**config.mk**
```make
export PLATFORM = sky130hd
export DESIGN_NAME = riscv_irq_arbiter
export DESIGN_NICKNAME = d
export VERILOG_FILES = /design/src/rtl/riscv_defines.sv /design/src/rtl/riscv_irq_arbiter_max_sel.sv /design/src/rtl/riscv_irq_arbiter.sv
export SDC_FILE = /design/constraint.sdc
export NUM_CORES = 2
export LEC_CHECK = 0
export CORE_ASPECT_RATIO = 1.5
export CORE_MARGIN = 8
export CORE_UTILIZATION = 32
export CTS_CLUSTER_SIZE = 24
export DETAILED_ROUTE_END_ITERATION = 8
export HOLD_SLACK_MARGIN = 0.06
export PLACE_DENSITY = 0.44
export SLEW_MARGIN = 40
export SYNTH_ARGS = -nofsm -noshare
export SYNTH_HDL_FRONTEND = slang
export SYNTH_SLANG_ARGS = --single-unit
```
**constraint.sdc**
```tcl
create_clock -name clk -period 136 [get_ports clk]
set_clock_uncertainty 0.15 [all_clocks]
set_input_delay 40.8 -clock clk [delete_from_list [all_inputs] [get_ports clk]]
set_output_delay 40.8 -clock clk [all_outputs]
set_load 0.005 [all_outputs]
```
**src/rtl/riscv_defines.sv**
```systemverilog
// Shared widths, FSM encoding and request payload for the interrupt arbiter.
package riscv_defines;

    localparam int unsigned IRQ_LEV_W = 8;
    localparam int unsigned IRQ_ID_W  = 10;

    typedef enum logic [1:0] {
        IRQ_ARB_IDLE    = 2'd0,
        IRQ_ARB_OFFER   = 2'd1,
        IRQ_ARB_HOLDOFF = 2'd2
    } irq_arb_state_t;

    // Request as presented to the core interrupt controller.
    typedef struct packed {
        logic                 pending;
        logic [IRQ_LEV_W-1:0] lev;
        logic                 sec;
        logic [IRQ_ID_W-1:0]  id;
    } irq_req_t;

endpackage

```
**src/rtl/riscv_irq_arbiter_max_sel.sv**
```systemverilog
// Combinational selector: highest level among eligible lines, ties broken by
// the first index at or above rr_ptr (wrapping at NUM_IRQ-1).
module riscv_irq_max_sel
    import riscv_defines::*;
#(
    parameter int unsigned NUM_IRQ = 32,
    parameter int unsigned IDX_W   = $clog2(NUM_IRQ)
) (
    input  logic [NUM_IRQ-1:0]   elig,
    input  logic [IRQ_LEV_W-1:0] lev [NUM_IRQ],
    input  logic [IDX_W-1:0]     rr_ptr,
    output logic                 found_c,
    output logic [IDX_W-1:0]     win_idx_c,
    output logic [IRQ_LEV_W-1:0] win_lev_c
);

    logic [IRQ_LEV_W-1:0] max_lev;
    logic                 any_elig;
    logic                 hit;

    // Pass 1: maximum level over all eligible lines.
    always_comb begin
        max_lev  = '0;
        any_elig = 1'b0;
        for (int unsigned i = 0; i < NUM_IRQ; i++) begin
            if (elig[IDX_W'(i)] && (lev[IDX_W'(i)] >= max_lev)) begin
                max_lev  = lev[IDX_W'(i)];
                any_elig = 1'b1;
            end
        end
    end

    // Pass 2: first candidate at max level scanning upward from rr_ptr.
    always_comb begin
        int unsigned idx;
        hit       = 1'b0;
        win_idx_c = '0;
        idx       = 0;
        for (int unsigned k = 0; k < NUM_IRQ; k++) begin
            idx = 32'(rr_ptr) + k;
            if (idx >= NUM_IRQ) begin
                idx = idx - NUM_IRQ;
            end
            if (!hit && elig[IDX_W'(idx)] && (lev[IDX_W'(idx)] == max_lev)) begin
                hit       = 1'b1;
                win_idx_c = IDX_W'(idx);
            end
        end
    end

    assign found_c   = any_elig & hit;
    assign win_lev_c = max_lev;

endmodule

```
**src/rtl/riscv_irq_arbiter.sv**
```systemverilog
// Interrupt arbiter: tracks per-line pending state and levels, offers the
// single best eligible line to the core interrupt controller and retires it
// on acknowledge.
module riscv_irq_arbiter
    import riscv_defines::*;
#(
    parameter int unsigned          NUM_IRQ   = 32,
    parameter logic [IRQ_LEV_W-1:0] LEV_RESET = 8'd1
) (
    input  logic                         clk,
    input  logic                         rst,
    input  logic [NUM_IRQ-1:0]           irq_i,
    input  logic [NUM_IRQ-1:0]           irq_edge_cfg_i,
    input  logic [NUM_IRQ-1:0]           irq_en_i,
    input  logic [NUM_IRQ-1:0]           irq_sec_cfg_i,
    input  logic                         cfg_lev_we_i,
    input  logic [$clog2(NUM_IRQ)-1:0]   cfg_lev_idx_i,
    input  logic [IRQ_LEV_W-1:0]         cfg_lev_wdata_i,
    output logic                         irq_pending_o,
    output logic [IRQ_LEV_W-1:0]         irq_lev_o,
    output logic                         irq_sec_o,
    output logic [IRQ_ID_W-1:0]          irq_id_o,
    input  logic                         irq_ack_i,
    input  logic [IRQ_ID_W-1:0]          irq_ack_id_i
);

    localparam int unsigned IDX_W = $clog2(NUM_IRQ);

    logic [NUM_IRQ-1:0]   irq_q;
    logic [NUM_IRQ-1:0]   pend;
    logic [NUM_IRQ-1:0]   pend_d;
    logic [NUM_IRQ-1:0]   elig;
    logic [IRQ_LEV_W-1:0] lev [NUM_IRQ];
    logic [IDX_W-1:0]     rr_ptr;
    logic [IDX_W-1:0]     rr_ptr_d;

    irq_arb_state_t       state;
    irq_arb_state_t       state_d;
    irq_req_t             req_q;
    irq_req_t             req_d;
    irq_req_t             win_req;

    logic                 found;
    logic [IDX_W-1:0]     win_idx;
    logic [IRQ_LEV_W-1:0] win_lev;
    logic                 ack_in_range;
    logic [IDX_W-1:0]     ack_next_ptr;

    // Next pending state: edge lines set on rising edge (set beats ack-clear),
    // level lines simply follow the input.
    always_comb begin
        pend_d = pend;
        for (int unsigned i = 0; i < NUM_IRQ; i++) begin
            if (irq_edge_cfg_i[IDX_W'(i)]) begin
                if (irq_i[IDX_W'(i)] && !irq_q[IDX_W'(i)]) begin
                    pend_d[IDX_W'(i)] = 1'b1;
                end else if (irq_ack_i && (irq_ack_id_i == IRQ_ID_W'(i))) begin
                    pend_d[IDX_W'(i)] = 1'b0;
                end
            end else begin
                pend_d[IDX_W'(i)] = irq_i[IDX_W'(i)];
            end
        end
    end

    // Edge-detect history and pending bits.
    always_ff @(posedge clk or posedge rst) begin
        if (rst) begin
            irq_q <= '0;
            pend  <= '0;
        end else begin
            irq_q <= irq_i;
            pend  <= pend_d;
        end
    end

    // Per-line level registers; an index with no matching line writes nothing.
    always_ff @(posedge clk or posedge rst) begin
        if (rst) begin
            for (int unsigned i = 0; i < NUM_IRQ; i++) begin
                lev[i] <= LEV_RESET;
            end
        end else begin
            for (int unsigned i = 0; i < NUM_IRQ; i++) begin
                if (cfg_lev_we_i && (cfg_lev_idx_i == IDX_W'(i))) begin
                    lev[i] <= cfg_lev_wdata_i;
                end
            end
        end
    end

    assign elig = pend & irq_en_i;

    riscv_irq_max_sel #(
        .NUM_IRQ (NUM_IRQ),
        .IDX_W   (IDX_W)
    ) u_max_sel (
        .elig      (elig),
        .lev       (lev),
        .rr_ptr    (rr_ptr),
        .found_c   (found),
        .win_idx_c (win_idx),
        .win_lev_c (win_lev)
    );

    // Candidate request built from the current winner.
    always_comb begin
        win_req.pending = 1'b1;
        win_req.lev     = win_lev;
        win_req.sec     = irq_sec_cfg_i[win_idx];
        win_req.id      = IRQ_ID_W'(win_idx);
    end

    // Round-robin pointer moves past the acked id; ids beyond the last line are ignored.
    assign ack_in_range = (irq_ack_id_i < IRQ_ID_W'(NUM_IRQ));
    assign ack_next_ptr = (irq_ack_id_i == IRQ_ID_W'(NUM_IRQ - 1)) ? '0
                                                                   : IDX_W'(irq_ack_id_i + 1'b1);

    // Next state, next registered outputs and round-robin pointer.
    always_comb begin
        state_d  = state;
        req_d    = req_q;
        rr_ptr_d = rr_ptr;
        case (state)
            IRQ_ARB_IDLE: begin
                req_d.pending = 1'b0;
                if (found) begin
                    state_d = IRQ_ARB_OFFER;
                    req_d   = win_req;
                end
            end
            IRQ_ARB_OFFER: begin
                if (irq_ack_i) begin
                    state_d       = IRQ_ARB_HOLDOFF;
                    req_d.pending = 1'b0;
                    if (ack_in_range) begin
                        rr_ptr_d = ack_next_ptr;
                    end
                end else if (found) begin
                    req_d = win_req;
                end else begin
                    state_d = IRQ_ARB_IDLE;
                    req_d   = '0;
                end
            end
            IRQ_ARB_HOLDOFF: begin
                state_d       = IRQ_ARB_IDLE;
                req_d.pending = 1'b0;
            end
            default: begin
                state_d = IRQ_ARB_IDLE;
                req_d   = '0;
            end
        endcase
    end

    // FSM state, output request and round-robin pointer registers.
    always_ff @(posedge clk or posedge rst) begin
        if (rst) begin
            state  <= IRQ_ARB_IDLE;
            req_q  <= '0;
            rr_ptr <= '0;
        end else begin
            state  <= state_d;
            req_q  <= req_d;
            rr_ptr <= rr_ptr_d;
        end
    end

    assign irq_pending_o = req_q.pending;
    assign irq_lev_o     = req_q.lev;
    assign irq_sec_o     = req_q.sec;
    assign irq_id_o      = req_q.id;

endmodule

```
==> run metrics <==
status=completed; synth-to-layout area growth=11.4%; critical path arrival=around 110 ns; clk_lat worst skew=0.64 ns; post-layout min period=around 110 ns; Num CTS Buffers=40; PnR worst setup slack=around 23 ns; TritonCTS clock tree=built; slowest CP cell=o41ai_4; worst-margin pin slew=between 1 and 1.5 ns; PostCTS Resize Cnt=0; setup violators final=0; layout cells sized above 1=0.195; gr ovfl total=0; total wire length=~270000 um; first-pass GRT wire length=about 370000 um; Distinct cells, synth=144; antenna violations before repair=8; largest cells by area after synthesis=dfrtp_1 16%, mux4_2 14%, mux2_2 8.3%, nand2_1 7.2%, mux2i_1 6.5%; synth warn=0; Multi-input gate area=approximately 38000 um2; Post-synth EDFFs=0; max cap viols=0; die width=between 300 and 400 um; DR iter-0 viols=5372; type of the most critical hold path=flop to flop; initial core utilization=0.321; async set or reset register ratio after synthesis=1.00; clk buf depth=3; Post-synth top flop=dfrtp_1; Final Cycle Share=0.831; relative slew slack=0.296; fillers=roughly 16000; GRT Util Overall=0.312; CP peak stage delay=0.69 ns; critical path data required time=roughly 140 ns; CP Capture Type=flop; Vias per Instance=6.41; largest fanout on the critical path=27; vias in the first global route=46972; root buffer cell=clkbuf_16; H-tree depth=2; Final ANT Viol Nets=0; total negative slack=0 ns; drc violations=0; DR WL/cell=34.8 um; die area=between 150000 and 200000 um2; Die H=between 400 and 500 um; max-slew violation count=0; CTS sink cnt=~340; flip-flop and latch area=about 8600 um2; RSZ-0062 raised after global routing=false; Placer Congestion=roughly 1.1; fmax=~0.0088 GHz; cell taking the most area after synthesis=dfrtp_1; Layout Cells excl Fill=7710; Synth top area share=0.160; mapped cell area=slightly below 50000 um2; # rows=~180; Crit Path Category=primary input to flop; CP Launch Type=primary input; #FFs+latches synth=342; cells after synthesis=~5700; Clock transition at path regs=approximately 0.06 ns; cell repeated most along the worst path=ha_1; hpwl dp=around 220000 um; I/O Buffers=approximately 170; vias=~49000; Fin. Hold Viols=0; sequential element share of the synthesized area=0.177; Core Area=between 150000 and 200000 um2; DP Worst Slack=roughly 23 ns; Setup Buffers After CTS=0; largest net degree at the start of global routing=roughly 110; First-pass DRT Iterations=8; dpl cells=approximately 7600; Ports=175; synthesized area per cell=8.46 um2; nets=roughly 6100; CTS Hold Buffers Added=0
-- critical path: cells and delay by family --
kind	cells	cell delay, ns
AO/OA/AOI/OAI	116	27.70
AND/OR/NAND/NOR	97	22.12
adder cells (fa/ha/maj)	43	12.81
multiplexers	22	7.76
buffers and inverters	16	1.96
-- kinds of logic (layout without fill, tap and decap cells) --
logic type,Yosys count,count (layout),synth area share
muxes,983,983,0.292
buffers and inverters,586,603,0.0515
AOI/OAI and AO/OA,1402,1402,0.192
adders and majority gates,228,228,0.0578
and+or+nand+nor,2022,2022,0.198
DFF,342,342,0.177
xor gates and xnor gates,171,171,0.0309
other,1,12,0.0000773
-- worst paths after layout --
| check | start | endpoint | slack (ns) | depth (start not counted) |
|---|---|---|---|---|
| min in group asynchronous | rst | lev[82]$_DFFE_PP0P_ | 40.53 | 2 |
| setup reg to reg | pend[0]$_DFFE_PP0P_ | irq_sec_o$_DFFE_PP0P_ | 63.08 | 293 |
| hold reg to reg | irq_lev_o[3]$_DFFE_PP0P_ | irq_lev_o[3]$_DFFE_PP0P_ | 0.34 | 2 |
| hold / removal | irq_lev_o[3]$_DFFE_PP0P_ | irq_lev_o[3]$_DFFE_PP0P_ | 0.34 | 2 |
| setup / recovery | irq_en_i[0] | irq_sec_o$_DFFE_PP0P_ | 22.95 | 294 |
| max in group asynchronous | rst | irq_id_o[3]$_DFFE_PP0P_ | 93.30 | 4 |
-- registers in the layout, summed over array words and instances, names as in the netlist --
register,count
irq_q,32
rr_ptr,5
pend,32
irq_lev_o,8
irq_sec_o,1
irq_pending_o,1
irq_id_o,5
state,2
lev,256
-- Yosys cell counts, drive strengths merged (22+ instances only) --
cell and instances:
or3 45, o22ai 22, o2111ai 23, o21ai 425
mux2i 314, nor2b 51, ha 208, nand2 935
a221oi 26, xnor2 111, a21o 54, nand2b 50
dfstp 32, xor2 60, nand4 50, o21a 34
and2 48, nor3 79, a31oi 48, dfrtp 310
nand3 119, buf 129, a32o 39, a211oi 39
nor2 390, mux4 309, and4 43, and3 49
a21oi 354, o211ai 44, nor4 33, clkbuf 245
or2 31, mux2 360, a2111oi 22, inv 202
o31ai 25
-- placed cells by master, fill, tap and decap left out, types with 166 or more instances in the layout --
cell type / n
ha_1: 206
inv_1: 196
mux2i_1: 307
nor2_1: 374
mux4_2: 301
clkdlybuf4s50_1: 166
mux2_2: 359
o21ai_0: 371
a21oi_1: 342
dfrtp_1: 305
nand2_1: 929
-- stage by stage --
step / hold WS (ns) / cell area [um2] / utilization
2_1_floorplan: 0.275 / 48500 / -
3_3_place_gp: 0.315 / 52300 / 0.346
3_5_place_dp: 0.325 / 52500 / 0.347
4_1_cts: 0.340 / 53900 / 0.357
5_1_grt: 0.379 / 54000 / 0.358
6_report: 0.337 / 54000 / 0.358
-- area by class of cell --
cell class	count	area share
multi-input combinational	4811	0.701
sequential	342	0.159
antenna	7	0.000324
inverter	203	0.0142
timing repair buffer	326	0.0540
clock inverter	21	0.00581
tap	1947	0.0451
clock buffer	53	0.0205
-- layer usage --
metal	routed length, um	global-route usage
met1	100000	0.363
met2	127000	0.530
met4	21500	0.204
met3	18900	0.0528
met5	44	0
Power is left out: the tool's default activity adds up to more than one toggle a clock period on the data nets, which glitch-free logic cannot reach.
